**config.mk**
```make
export PLATFORM = sky130hd
export DESIGN_NAME = mem_arb100
export DESIGN_NICKNAME = d
export VERILOG_FILES = /design/src/rtl/mem_arb100.sv
export SDC_FILE = /design/constraint.sdc
export NUM_CORES = 1
export LEC_CHECK = 0
export ABC_AREA = 1
export BUFFER_PORTS_ARGS = -buffer_cell sky130_fd_sc_hd__buf_4
export CAP_MARGIN = 15
export CORE_MARGIN = 2
export CORE_UTILIZATION = 46
export CTS_CLUSTER_DIAMETER = 40
export DETAILED_ROUTE_END_ITERATION = 10
export PLACE_DENSITY_LB_ADDON = 0.15
export RECOVER_POWER = 100
export SYNTH_ARGS = -nofsm -noshare
export SYNTH_HDL_FRONTEND = slang
export SYNTH_SLANG_ARGS = --single-unit
```
**constraint.sdc**
```tcl
create_clock -name clk -period 2 [get_ports clk]
set_clock_uncertainty 0.05 [all_clocks]
set_input_delay 0.1 -clock clk [delete_from_list [all_inputs] [get_ports clk]]
set_output_delay 0.1 -clock clk [all_outputs]
set_load 0.02 [all_outputs]
```
**src/rtl/mem_arb100.sv**
```systemverilog
// mem_arb100: round-robin arbiter sharing one EN/MFC memory port between fetch (port 0) and load/store (port 1).
// Define MEM_ARB_TIMEOUT_EN to abort an ACCESS after TIMEOUT cycles without MFC (err = 1, rdata = all ones).
module mem_arb100 #(
   parameter int unsigned DATA_W  = 16,
   parameter int unsigned TIMEOUT = 15
) (
   input  logic              clk,
   input  logic              reset,
   input  logic              req0,
   input  logic              req1,
   input  logic              rw0,
   input  logic              rw1,
   input  logic [DATA_W-1:0] addr0,
   input  logic [DATA_W-1:0] addr1,
   input  logic [DATA_W-1:0] wdata0,
   input  logic [DATA_W-1:0] wdata1,
   output logic              ack0,
   output logic              ack1,
   output logic [DATA_W-1:0] rdata,
   output logic              err,
   output logic [DATA_W-1:0] address,
   output logic [DATA_W-1:0] data_out,
   output logic              RW,
   output logic              EN,
   input  logic              MFC,
   input  logic [DATA_W-1:0] data_in
);

   if (TIMEOUT == 0 || TIMEOUT > 15) begin : g_timeout_range
      $error("mem_arb100: TIMEOUT must lie in 1..15");
   end

   typedef enum logic [1:0] {IDLE, ACCESS, DONE} state_t;

   state_t            state_q, state_d;
   logic              owner_q, owner_d;
   logic              last_q, last_d;
   logic              rw_q, rw_d;
   logic              en_q, en_d;
   logic              ack0_q, ack0_d;
   logic              ack1_q, ack1_d;
   logic [DATA_W-1:0] addr_q, addr_d;
   logic [DATA_W-1:0] wdat_q, wdat_d;
   logic [DATA_W-1:0] rdata_q, rdata_d;
   logic              win;

`ifdef MEM_ARB_TIMEOUT_EN
   localparam logic [3:0] TMO = 4'(TIMEOUT);
   logic       err_q, err_d;
   logic [3:0] cnt_q, cnt_d, cnt_inc;
`endif

   always_ff @(posedge clk or posedge reset) begin
      if (reset) begin
         state_q <= IDLE;
         owner_q <= 1'b0;
         last_q  <= 1'b1;
         rw_q    <= 1'b1;
         en_q    <= 1'b0;
         ack0_q  <= 1'b0;
         ack1_q  <= 1'b0;
         addr_q  <= '0;
         wdat_q  <= '0;
         rdata_q <= '0;
`ifdef MEM_ARB_TIMEOUT_EN
         err_q   <= 1'b0;
         cnt_q   <= '0;
`endif
      end else begin
         state_q <= state_d;
         owner_q <= owner_d;
         last_q  <= last_d;
         rw_q    <= rw_d;
         en_q    <= en_d;
         ack0_q  <= ack0_d;
         ack1_q  <= ack1_d;
         addr_q  <= addr_d;
         wdat_q  <= wdat_d;
         rdata_q <= rdata_d;
`ifdef MEM_ARB_TIMEOUT_EN
         err_q   <= err_d;
         cnt_q   <= cnt_d;
`endif
      end
   end

   always_comb begin
      state_d = state_q;
      owner_d = owner_q;
      last_d  = last_q;
      rw_d    = rw_q;
      en_d    = en_q;
      ack0_d  = 1'b0;
      ack1_d  = 1'b0;
      addr_d  = addr_q;
      wdat_d  = wdat_q;
      rdata_d = rdata_q;
      // Port 1 wins when alone, or on contention when port 0 won last time.
      win     = req1 & (~req0 | ~last_q);
`ifdef MEM_ARB_TIMEOUT_EN
      err_d   = err_q;
      cnt_d   = cnt_q;
      cnt_inc = cnt_q + 4'd1;
`endif
      case (state_q)
         IDLE: begin
            if (req0 || req1) begin
               state_d = ACCESS;
               owner_d = win;
               last_d  = win;
               addr_d  = win ? addr1  : addr0;
               wdat_d  = win ? wdata1 : wdata0;
               rw_d    = win ? rw1    : rw0;
               en_d    = 1'b1;
`ifdef MEM_ARB_TIMEOUT_EN
               cnt_d   = '0;
`endif
            end
         end
         ACCESS: begin
            if (MFC) begin
               if (rw_q) rdata_d = data_in;
               en_d    = 1'b0;
               ack0_d  = ~owner_q;
               ack1_d  = owner_q;
               state_d = DONE;
`ifdef MEM_ARB_TIMEOUT_EN
               err_d   = 1'b0;
`endif
            end
`ifdef MEM_ARB_TIMEOUT_EN
            else begin
               cnt_d = cnt_inc;
               if (cnt_inc == TMO) begin
                  rdata_d = '1;
                  err_d   = 1'b1;
                  en_d    = 1'b0;
                  ack0_d  = ~owner_q;
                  ack1_d  = owner_q;
                  state_d = DONE;
               end
            end
`endif
         end
         DONE:    state_d = IDLE;
         default: state_d = IDLE;
      endcase
   end

   assign ack0     = ack0_q;
   assign ack1     = ack1_q;
   assign rdata    = rdata_q;
   assign address  = addr_q;
   assign data_out = wdat_q;
   assign RW       = rw_q;
   assign EN       = en_q;
`ifdef MEM_ARB_TIMEOUT_EN
   assign err      = err_q;
`else
   assign err      = 1'b0;
`endif

endmodule

```
==> summary.md, run 1 <==
| Metric | Value |
|---|---|
| WL per Instance | `around 13 um` |
| Reg-to-Reg End | `rdata[5]$_DFFE_PP0P_` |
| # rows | `28` |
| Vias | `2878` |
| Initial DRT Pass Iterations | `4` |
| Proportion of layout cells with a drive suffix above 1 | `about a fifth` |
| Reg clk slew, reported paths | `0.09 ns` |
| CTS root buf | `clkbuf_8` |
| Area grow syn2layout | `40.96%` |
| Clock Latency Late Sink | `0.30 ns` |
| Post-synthesis average cell area | `7.392 um2` |
| Final hold vios | `0` |
| Sequential share of the synthesized area | `50.11%` |
| Core area | `5921 um2` |
| Slew margin rel. | `between 10% and 20%` |
| DRC Markers | `0` |
| Static leakage | `between 0.002 and 0.0025 uW` |
| Worst Hold Class | `input port to flip-flop` |
| Initial antenna violation count | `0` |
| DR iter-0 viols | `193` |
| IO buf count | `138` |
| Fin Hold WS | `0.03250 ns` |
| Initial Util | `a little under half` |
| Number of global-route vias before repair | `around 2800` |
| Largest stage delay on the critical path | `0.95 ns` |
| Die height | `82.04 um` |
| Max VDD drop | `0.5876 mV` |
| FF+latch count, synth | `56` |
| Max Fanout on Critical Path | `19` |
| Largest net degree at the start of global routing | `57` |
| Mapped Nets | `466` |
| Num CTS Buffers | `5` |
| Critical path origin | `RW$_DFFE_PP1P_` |
| Critical Path RT | `roughly 1.9 ns` |
| Worst path depth | `1` |
| Mapped cell area | `2801 um2` |
| Crit path kind | `flip-flop to output port` |
| CTS max path bufs | `2` |
| Critical R2R Launch | `RW$_DFFE_PP1P_` |
| Final period utilization | `83.31%` |
| Setup TNS | `0 ns` |
| Num ports | `140` |
| Crit path to | `RW` |
| Worst path slowest cell | `dfstp_1` |
| Final setup violation count | `0` |
| Post-Route WL | `~7.6 mm` |
| YS warnings | `0` |
| Placer Congestion | `around 0.77` |
| PD cells | `1311 nW/um2` |
| Fillers | `564` |
| TritonCTS clock tree | `yes` |
| DRT antenna net count | `0` |
| Startpoint Class | `flip-flop` |
| Max Slew Vio Count | `0` |
| Aggregate global-route resource usage | `23.64%` |
| Vias/cell | `between 4 and 5` |
| Die area | `6731 um2` |
| Top cell type's share of synthesized area | `about 48%` |
| Cell taking the most area after synthesis | `dfrtp_1` |
| MaxCap Viol Count | `0` |
| Worst slew pin tran | `around 1.2 ns` |
| Clock Sinks | `56` |
| Reg2Reg Depth | `4` |
| Fin util | `about two thirds` |
| Most frequent cells in the layout | `136 x nand2_1, 89 x buf_4, 83 x nand3_1` |
| Number of distinct library cells after synthesis | `19` |
| Final min period | `1.666 ns` |
| CTS H-tree depth | `2` |
| First-pass GRT wire length | `12.28 mm` |
| Status | `finished clean` |
| Post-synthesis instance total | `between 300 and 400` |
| R2R Setup Slk | `0.36 ns` |
| CP top delay family | `flip-flops` |
| Fin nets | `614` |
| Fmax | `600.2 MHz` |
| CP Cell Sequence | `buf_4` |
| Inserted Diodes | `0` |
| Total grt overflow | `0` |
| Data arrival, critical path | `around 1.5 ns` |
| DP Wirelength | `5.142 mm` |
| Crit path buf inv count | `1` |
| Unrepaired setup endpoints after global routing | `no` |
| Crit end category | `output port` |
| Commonest non-fill, non-tap cell in the layout | `nand2_1` |
| Die W | `82.04 um` |
| Ranking of synthesized cells by area | `dfrtp_1 48%, nand2_1 18%, nand3_1 15%` |
==> metrics by stage <==
stage / power (uW) / std cells / setup slack, ns / cell area (um2)
after detailed placement: 4870 / 577 / 0.5349 / 3871
final: 5178 / 603 / 0.3338 / 3949
after floorplan: 3693 / 379 / 0.4820 / 2801
after global placement: 4801 / 577 / 0.5981 / 3871
after CTS: 5639 / 603 / 0.4644 / 4163
after global routing: 5597 / 603 / 0.1797 / 3949
==> how the worst min path moves through the flow <==
| stage | start | cells past startpoint | to | slack (ns) |
|---|---|---|---|---|
| final | wdata0[11] | 5 | data_out[11]$_DFFE_PP0P_ | 0.03 |
| after global routing | wdata0[1] | 5 | data_out[1]$_DFFE_PP0P_ | 0.05 |
| after CTS | wdata0[11] | 5 | data_out[11]$_DFFE_PP0P_ | 0.03 |
| after detailed placement | reset | 3 | address[5]$_DFFE_PP0P_ | 0.14 |
| after global placement | reset | 3 | address[1]$_DFFE_PP0P_ | 0.13 |
| after floorplan | MFC | 1 | state_q[0]$_DFFE_PP0P_ | 0.15 |
==> where the power goes <==
part	leakage [uW]	switching (uW)	internal [uW]
combinational	0.00155	1680	746
clock	0.0000541	351	371
sequential	0.000685	353	1680
total	0.00229	2380	2800
==> worst min-delay path, delay by kind of cell <==
kind	cells	cell delay (ns)
AND/OR/NAND/NOR	3	0.15
buffers and inverters	2	0.10
==> what timing repair did <==
item                                   4_1_cts  5_1_grt
hold buffers                                18        0
setup endpoints to repair                    0        0
gates resized for setup                      0        0
buffers inserted                             0        0
endpoints found under the hold margin       71        0
==> routing by layer <==
layer | vias up | part of all wire [%] | global-route usage [%]
met5 | - | 0 | 0
li1 | 1433 | - | -
met1 | 1312 | 41 | 28.88
met3 | 17 | 6.7 | 3.736
met4 | 0 | 2.2 | 8.667
met2 | 116 | 50 | 41.95
==> state kept, by name, indices dropped and copies added (netlist names) <==
register  cells
state_q       2
ack1          1
RW            1
rdata        16
EN            1
address      16
last_q        1
owner_q       1
data_out     16
ack0          1
==> cell families after synthesis <==
family                 share of synthesized area [%]
AO/OA/AOI/OAI                                 0.4466
other                                         0.1339
buffers and inverters                          14.29
AND/OR/NAND/NOR                                35.02
flip-flops                                     50.11
==> layout make-up <==
cell class | instances | area, um2 | area share [%]
Clock buffer | 5 | 68.82 | 1.743
Clock inverter | 3 | 42.54 | 1.077
Inverter | 72 | 270.3 | 6.844
Multi-Input combinational cell | 230 | 997.2 | 25.25
Sequential cell | 56 | 1404 | 35.55
Tap cell | 75 | 93.84 | 2.376
Timing Repair Buffer | 162 | 1072 | 27.15
==> cell usage after synthesis <==
master	instances
buf_1	2
buf_2	8
buf_4	5
buf_6	3
clkbuf_1	3
clkinv_1	1
conb_1	1
dfrtp_1	54
dfstp_2	2
inv_1	70
inv_2	1
nand2_1	136
nand2_2	2
nand3_1	83
nand4_1	2
nor2_1	2
nor2_4	2
o21ai_0	1
o31ai_1	1
No activity file was read; power rests on OpenSTA's default activity.
==> run 2, diff against run 1 <==
--- a/config.mk
+++ b/config.mk
@@ -9,7 +9,7 @@
 export BUFFER_PORTS_ARGS = -buffer_cell sky130_fd_sc_hd__buf_4
 export CAP_MARGIN = 15
 export CORE_MARGIN = 2
-export CORE_UTILIZATION = 46
+export CORE_UTILIZATION = 41
 export CTS_CLUSTER_DIAMETER = 40
 export DETAILED_ROUTE_END_ITERATION = 10
 export PLACE_DENSITY_LB_ADDON = 0.15
==> constraint.sdc (replaced) <==
create_clock -name clk -period 1.4 [get_ports clk]
set_clock_uncertainty 0.05 [all_clocks]
set_input_delay 0.07 -clock clk [delete_from_list [all_inputs] [get_ports clk]]
set_output_delay 0.07 -clock clk [all_outputs]
set_load 0.02 [all_outputs]
==> summary.md, run 2 (synthesized netlist as in run 1, its figures left out) <==
| Metric | Value |
|---|---|
| Num CTS Buffers | `5` |
| Final setup violation count | `0` |
| Initial antenna violation count | `0` |
| CTS H-tree depth | `2` |
| Num ports | `140` |
| CP Cell Sequence | `buf_6, buf_4` |
| IO buf count | `138` |
| PD cells | `1827 nW/um2` |
| Worst Hold Class | `input port to flip-flop` |
| Final min period | `between 1 and 1.5 ns` |
| Initial DRT Pass Iterations | `4` |
| Clock Latency Late Sink | `0.31 ns` |
| Worst slew pin tran | `0.9933 ns` |
| Reg clk slew, reported paths | `0.09 ns` |
| DRC Markers | `0` |
| Post-Route WL | `7.336 mm` |
| Commonest non-fill, non-tap cell in the layout | `nand2_1` |
| Reg2Reg Depth | `6` |
| Aggregate global-route resource usage | `roughly a fifth` |
| Die height | `86.66 um` |
| Critical R2R Launch | `state_q[1]$_DFFE_PP0P_` |
| Worst path depth | `2` |
| Worst path slowest cell | `dfstp_2` |
| Data arrival, critical path | `1.20 ns` |
| Slew margin rel. | `between 30% and 40%` |
| Initial Util | `41.69%` |
| Fin util | `60.11%` |
| Footprint of the multi-input gates | `997.2 um2` |
| Setup TNS | `0 ns` |
| Fin Hold WS | `0.001265 ns` |
| Startpoint Class | `flip-flop` |
| Vias | `2797` |
| Fmax | `760.0 MHz` |
| Largest stage delay on the critical path | `approximately 0.55 ns` |
| WL per Instance | `between 10 and 15 um` |
| Largest net degree at the start of global routing | `37` |
| Placer Congestion | `~0.74` |
| Critical path origin | `RW$_DFFE_PP1P_` |
| First-pass GRT wire length | `12.34 mm` |
| Most frequent cells in the layout | `136 x nand2_1, 91 x buf_4, 83 x nand3_1` |
| Inserted Diodes | `0` |
| CTS root buf | `clkbuf_8` |
| Setup Buffers After CTS | `0` |
| DP Wirelength | `5.221 mm` |
| Number of global-route vias before repair | `2789` |
| Max VDD drop | `0.6450 mV` |
| Die area | `7510 um2` |
| TritonCTS clock tree | `yes` |
| Max Fanout on Critical Path | `18` |
| Vias/cell | `4.555` |
| DRT antenna net count | `0` |
| Reg area | `1404 um2` |
| Critical Path RT | `1.28 ns` |
| R2R Setup Slk | `0.11 ns` |
| Crit path buf inv count | `2` |
| Max Slew Vio Count | `0` |
| Total grt overflow | `0` |
| Final hold vios | `0` |
| Crit end category | `output port` |
| Hold Path Origin | `wdata0[4]` |
| CP top delay family | `flip-flops` |
| DR iter-0 viols | `81` |
| Core area | `6719 um2` |
| Static leakage | `0.002323 uW` |
| MaxCap Viol Count | `0` |
| Hold path depth | `5` |
| Status | `finished clean` |
| Fillers | `between 600 and 700` |
| Crit path kind | `flip-flop to output port` |
| # rows | `30` |
| Die W | `86.66 um` |
| Final period utilization | `around 94%` |
| Fin nets | `620` |
| CTS max path bufs | `2` |
| Proportion of layout cells with a drive suffix above 1 | `20.79%` |
| Total power | `between 7000 and 8000 uW` |
| Clock Sinks | `56` |
| Area grow syn2layout | `44.17%` |
run 2: cell count changes in the layout (fill, tap and decap cells not counted), moves of 2 or more:
cell and change:
buf_12 +4, buf_4 +2, clkbuf_1 +2, inv_2 -2
run 2: worst reg2reg max path, stage by stage (launching register included):
cell,delay [ns]
dfrtp_1,0.40
inv_1,0.11
nand2_1,0.10
nor2_4,0.17
inv_4,0.18
nand2_1,0.11
nand2_1,0.06
run 2: report_power, final:
group	leakage, uW	switching [uW]	internal, uW
sequential	0.000686	448	2410
clock	0.0000455	486	405
combinational	0.00159	2440	1200
run 2: layout make-up:
cell class / count / share of cell area [%]
sequential: 56 / 34.76
timing repair buffer: 168 / 29.06
multi-input combinational: 230 / 24.69
inverter: 72 / 6.784
tap: 80 / 2.478
clock buffer: 8 / 2.230
run 2: worst paths after layout:
| check | endpoint |
|---|---|
| worst min-delay path | data_out[4]$_DFFE_PP0P_ |
| max in group asynchronous | rdata[8]$_DFFE_PP0P_ |
| worst min register to register | ack0$_DFF_PP0_ |
| worst max register to register | address[1]$_DFFE_PP0P_ |
| min in group asynchronous | state_q[1]$_DFFE_PP0P_ |
| worst max-delay path | RW |
run 2: per-layer routing:
layer	routed length (um)	part of all wire [%]	track usage, %
met1	3236	44	26.17
met2	3570	49	35.73
met3	459	6.3	4.000
met4	68	0.93	4.688
met5	0	0	0
run 2: metrics by stage:
step	instances	instance area (um2)	setup slack [ns]
2_1_floorplan	379	2815	0.004155
3_3_place_gp	588	3951	0.04085
3_5_place_dp	588	3951	0.02910
4_1_cts	614	4222	0.01064
5_1_grt	614	4039	-0.02619
6_report	614	4039	0.08419
run 2: timing repair:
action                                 in CTS  in global routing
hold buffers                               18                  0
endpoints found under the hold margin      34                  0
resized for setup                           0                  6
setup endpoints to repair                   0                 37
==> run 3, diff against run 2 <==
--- a/config.mk
+++ b/config.mk
@@ -5,11 +5,11 @@
 export SDC_FILE = /design/constraint.sdc
 export NUM_CORES = 1
 export LEC_CHECK = 0
-export ABC_AREA = 1
+export ABC_AREA = 0
 export BUFFER_PORTS_ARGS = -buffer_cell sky130_fd_sc_hd__buf_4
 export CAP_MARGIN = 15
 export CORE_MARGIN = 2
-export CORE_UTILIZATION = 41
+export CORE_UTILIZATION = 40
 export CTS_CLUSTER_DIAMETER = 40
 export DETAILED_ROUTE_END_ITERATION = 10
 export PLACE_DENSITY_LB_ADDON = 0.15
==> summary.md, run 3 <==
| Metric | Value |
|---|---|
| Status | `finished with violations` |
| Failing checks | `negative setup slack` |
| Clock Sinks | `56` |
| YS warnings | `0` |
| Hold path depth | `3` |
| Slew margin rel. | `52.27%` |
| Post-synth EDFFs | `0` |
| Startpoint Class | `flip-flop` |
| Number of global-route vias before repair | `2110` |
| Die height | `84.72 um` |
| Ranking of synthesized cells by area | `dfrtp_1 52%, mux2_2 23%, mux2_4 17%` |
| Dpl cells | `385` |
| Largest net degree at the start of global routing | `30` |
| WL per Instance | `15.00 um` |
| Initial DRT Pass Iterations | `3` |
| Initial antenna violation count | `0` |
| Sequential share of the synthesized area | `53.86%` |
| Num ports | `140` |
| DP Wirelength | `4.528 mm` |
| TritonCTS clock tree | `yes` |
| Most frequent cell after synthesis | `dfrtp_1` |
| Commonest cells post-synth | `54 x dfrtp_1, 53 x mux2_2, 29 x mux2_4` |
| Number of distinct library cells after synthesis | `21` |
| CTS H-tree depth | `2` |
| CP Cell Sequence | `a21bo_4, buf_12, mux2_4, mux2_2` |
| Top cell type's share of synthesized area | `51.85%` |
| Pint | `4768 uW` |
| CTS root buf | `clkbuf_8` |
| PD cells | `1942 nW/um2` |
| Final std cells w/o fill | `414` |
| Clk pwr share | `between 10% and 20%` |
| Unrepaired setup endpoints after global routing | `yes` |
| # rows | `29` |
| Sw Pwr | `2965 uW` |
| Reg2Reg Depth | `4` |
| Seq pwr share | `between 30% and 40%` |
| Commonest non-fill, non-tap cell in the layout | `buf_4` |
| Initial Util | `41.28%` |
| Clock Latency Late Sink | `0.30 ns` |
| Inserted Diodes | `0` |
| Die W | `84.72 um` |
| Die area | `7177 um2` |
| Reg clk slew, reported paths | `about 0.1 ns` |
| Post-Route WL | `a little over 6 mm` |
| Critical Path RT | `1.54 ns` |
| Fin nets | `423` |
| Aggregate global-route resource usage | `17.41%` |
| First-pass GRT wire length | `9.929 mm` |
| Placed cell area | `3835 um2` |
| Largest stage delay on the critical path | `0.55 ns` |
| Power share of the combinational group | `49.7%` |
| Final setup violation count | `33` |
| Core area | `6314 um2` |
| MaxCap Viol Count | `0` |
| Placer Congestion | `0.7090` |
| Final period utilization | `117.6%` |
| Vias | `between 1500 and 2000` |
| Proportion of layout cells with a drive suffix above 1 | `roughly 58%` |
| Setup slack after layout | `-0.2466 ns` |
| Total grt overflow | `0` |
| Async set-reset flop share out of synthesis | `100.0%` |
| Worst slew pin tran | `0.7160 ns` |
| Max Fanout on Critical Path | `14` |
| DRC Markers | `0` |
| IO buf count | `138` |
| Mapped Nets | `252` |
| Num CTS Buffers | `5` |
| Worst Hold Class | `input port to flip-flop` |
| Max Slew Vio Count | `0` |
| Most used DFF post-synth | `dfrtp_1` |
| Vias/cell | `4.727` |
| Worst path slowest cell | `dfstp_2` |
| Most frequent cells in the layout | `93 x buf_4, 54 x dfrtp_1, 53 x clkbuf_1` |
| Mapped cell area | `2606 um2` |
| Setup Buffers After CTS | `0` |
| Fillers | `557` |
| FF+latch count, synth | `between 50 and 60` |
| Final Cell Area | `3983 um2` |
| Final hold vios | `0` |
| Cell taking the most area after synthesis | `dfrtp_1` |
| DRT antenna net count | `0` |
| Fmax | `607.3 MHz` |
| Area grow syn2layout | `52.81%` |
| Fin Hold WS | `about 0.064 ns` |
| Total power | `7734 uW` |
| Static leakage | `between 0.0015 and 0.002 uW` |
| Final min period | `1.647 ns` |
| Sw Share | `38.34%` |
| Crit end category | `flip-flop` |
| Crit path kind | `flip-flop to flip-flop` |
| Post-synthesis instance total | `approximately 170` |
| Post-synthesis average cell area | `between 15 and 20 um2` |
| DR iter-0 viols | `32` |
| Max VDD drop | `1.016 mV` |
| Data arrival, critical path | `1.79 ns` |
| CTS max path bufs | `2` |
## run 3: changes by cell type after synthesis, moves of 4 or more
cell / delta
mux2_2: +53
nand3_1: -83
mux2_4: +29
nand2_1: -133
buf_2: -4
buf_4: -4
inv_1: -68
## run 3: stage by stage
step	util, %	setup WS (ns)	setup TNS, ns
after floorplan	-	-0.2222	-6.763
after global routing	63.08	-0.3043	-10.39
after CTS	66.25	-0.2654	-7.870
after global placement	60.74	-0.2373	-7.799
final	63.08	-0.2466	-7.285
after detailed placement	60.74	-0.2767	-8.713
## run 3: worst paths after layout
| check | from | end | slack (ns) |
|---|---|---|---|
| min in group asynchronous | reset | rdata[3]$_DFFE_PP0P_ | 0.47 |
| hold / removal | addr1[11] | address[11]$_DFFE_PP0P_ | 0.06 |
| setup / recovery | last_q$_DFFE_PP1P_ | data_out[3]$_DFFE_PP0P_ | -0.25 |
| hold reg to reg | owner_q$_DFFE_PP0P_ | ack0$_DFF_PP0_ | 0.41 |
| setup reg to reg | last_q$_DFFE_PP1P_ | data_out[3]$_DFFE_PP0P_ | -0.25 |
| max in group asynchronous | reset | data_out[15]$_DFFE_PP0P_ | 0.35 |
## run 3: critical path: cells and delay by family (launching register included)
kind,cells,cell delay (ns)
AOI/OAI and AO/OA,1,0.20
muxes,2,0.56
DFF,1,0.55
buffers and inverters,1,0.18
## run 3: cell type report
type                       instances  area (um2)  area share, %
clock buffer                       6       72.57          1.822
multi-input combinational         99        1155          29.00
tap                               77       96.34          2.419
sequential                        56        1404          35.25
timing repair buffer             172        1209          30.35
clock inverter                     2       35.03         0.8797
inverter                           2       11.26         0.2828
## run 3: kinds of logic (layout without fill, tap and decap cells)
logic type | after synthesis | count (layout) | synth area share (%)
mux | 82 | 82 | 39.61
other cells | 1 | 1 | 0.1439
buf+inv | 11 | 182 | 3.073
compound gates | 6 | 6 | 1.632
flops | 56 | 56 | 53.86
simple gates | 9 | 10 | 1.681
## run 3: routing by layer
metal  track usage (%)  part of all wire (%)
met5                 0                     0
met3             4.818                   7.1
met4             3.896                  0.85
met1             21.06                    41
met2             30.92                    51
## run 3: timing repair
item                       in CTS  in global routing
hold buffers                   19                  0
setup endpoints to repair      49                 49
hold endpoints to repair       72                  0
gates cloned                    1                  1
pin swaps                       1                  1
resized for setup               6                  2
## run 3: power by group through the flow
| stage | logic, uW | clock network (uW) | registers, uW |
|---|---|---|---|
| detailed placement | 4400 | 0 | 2890 |
| global route | 4110 | 1130 | 2980 |
| CTS | 4510 | 1080 | 2870 |
| floorplan | 1580 | 0 | 3800 |
| global placement | 4350 | 0 | 2860 |
| finish | 3840 | 1030 | 2860 |
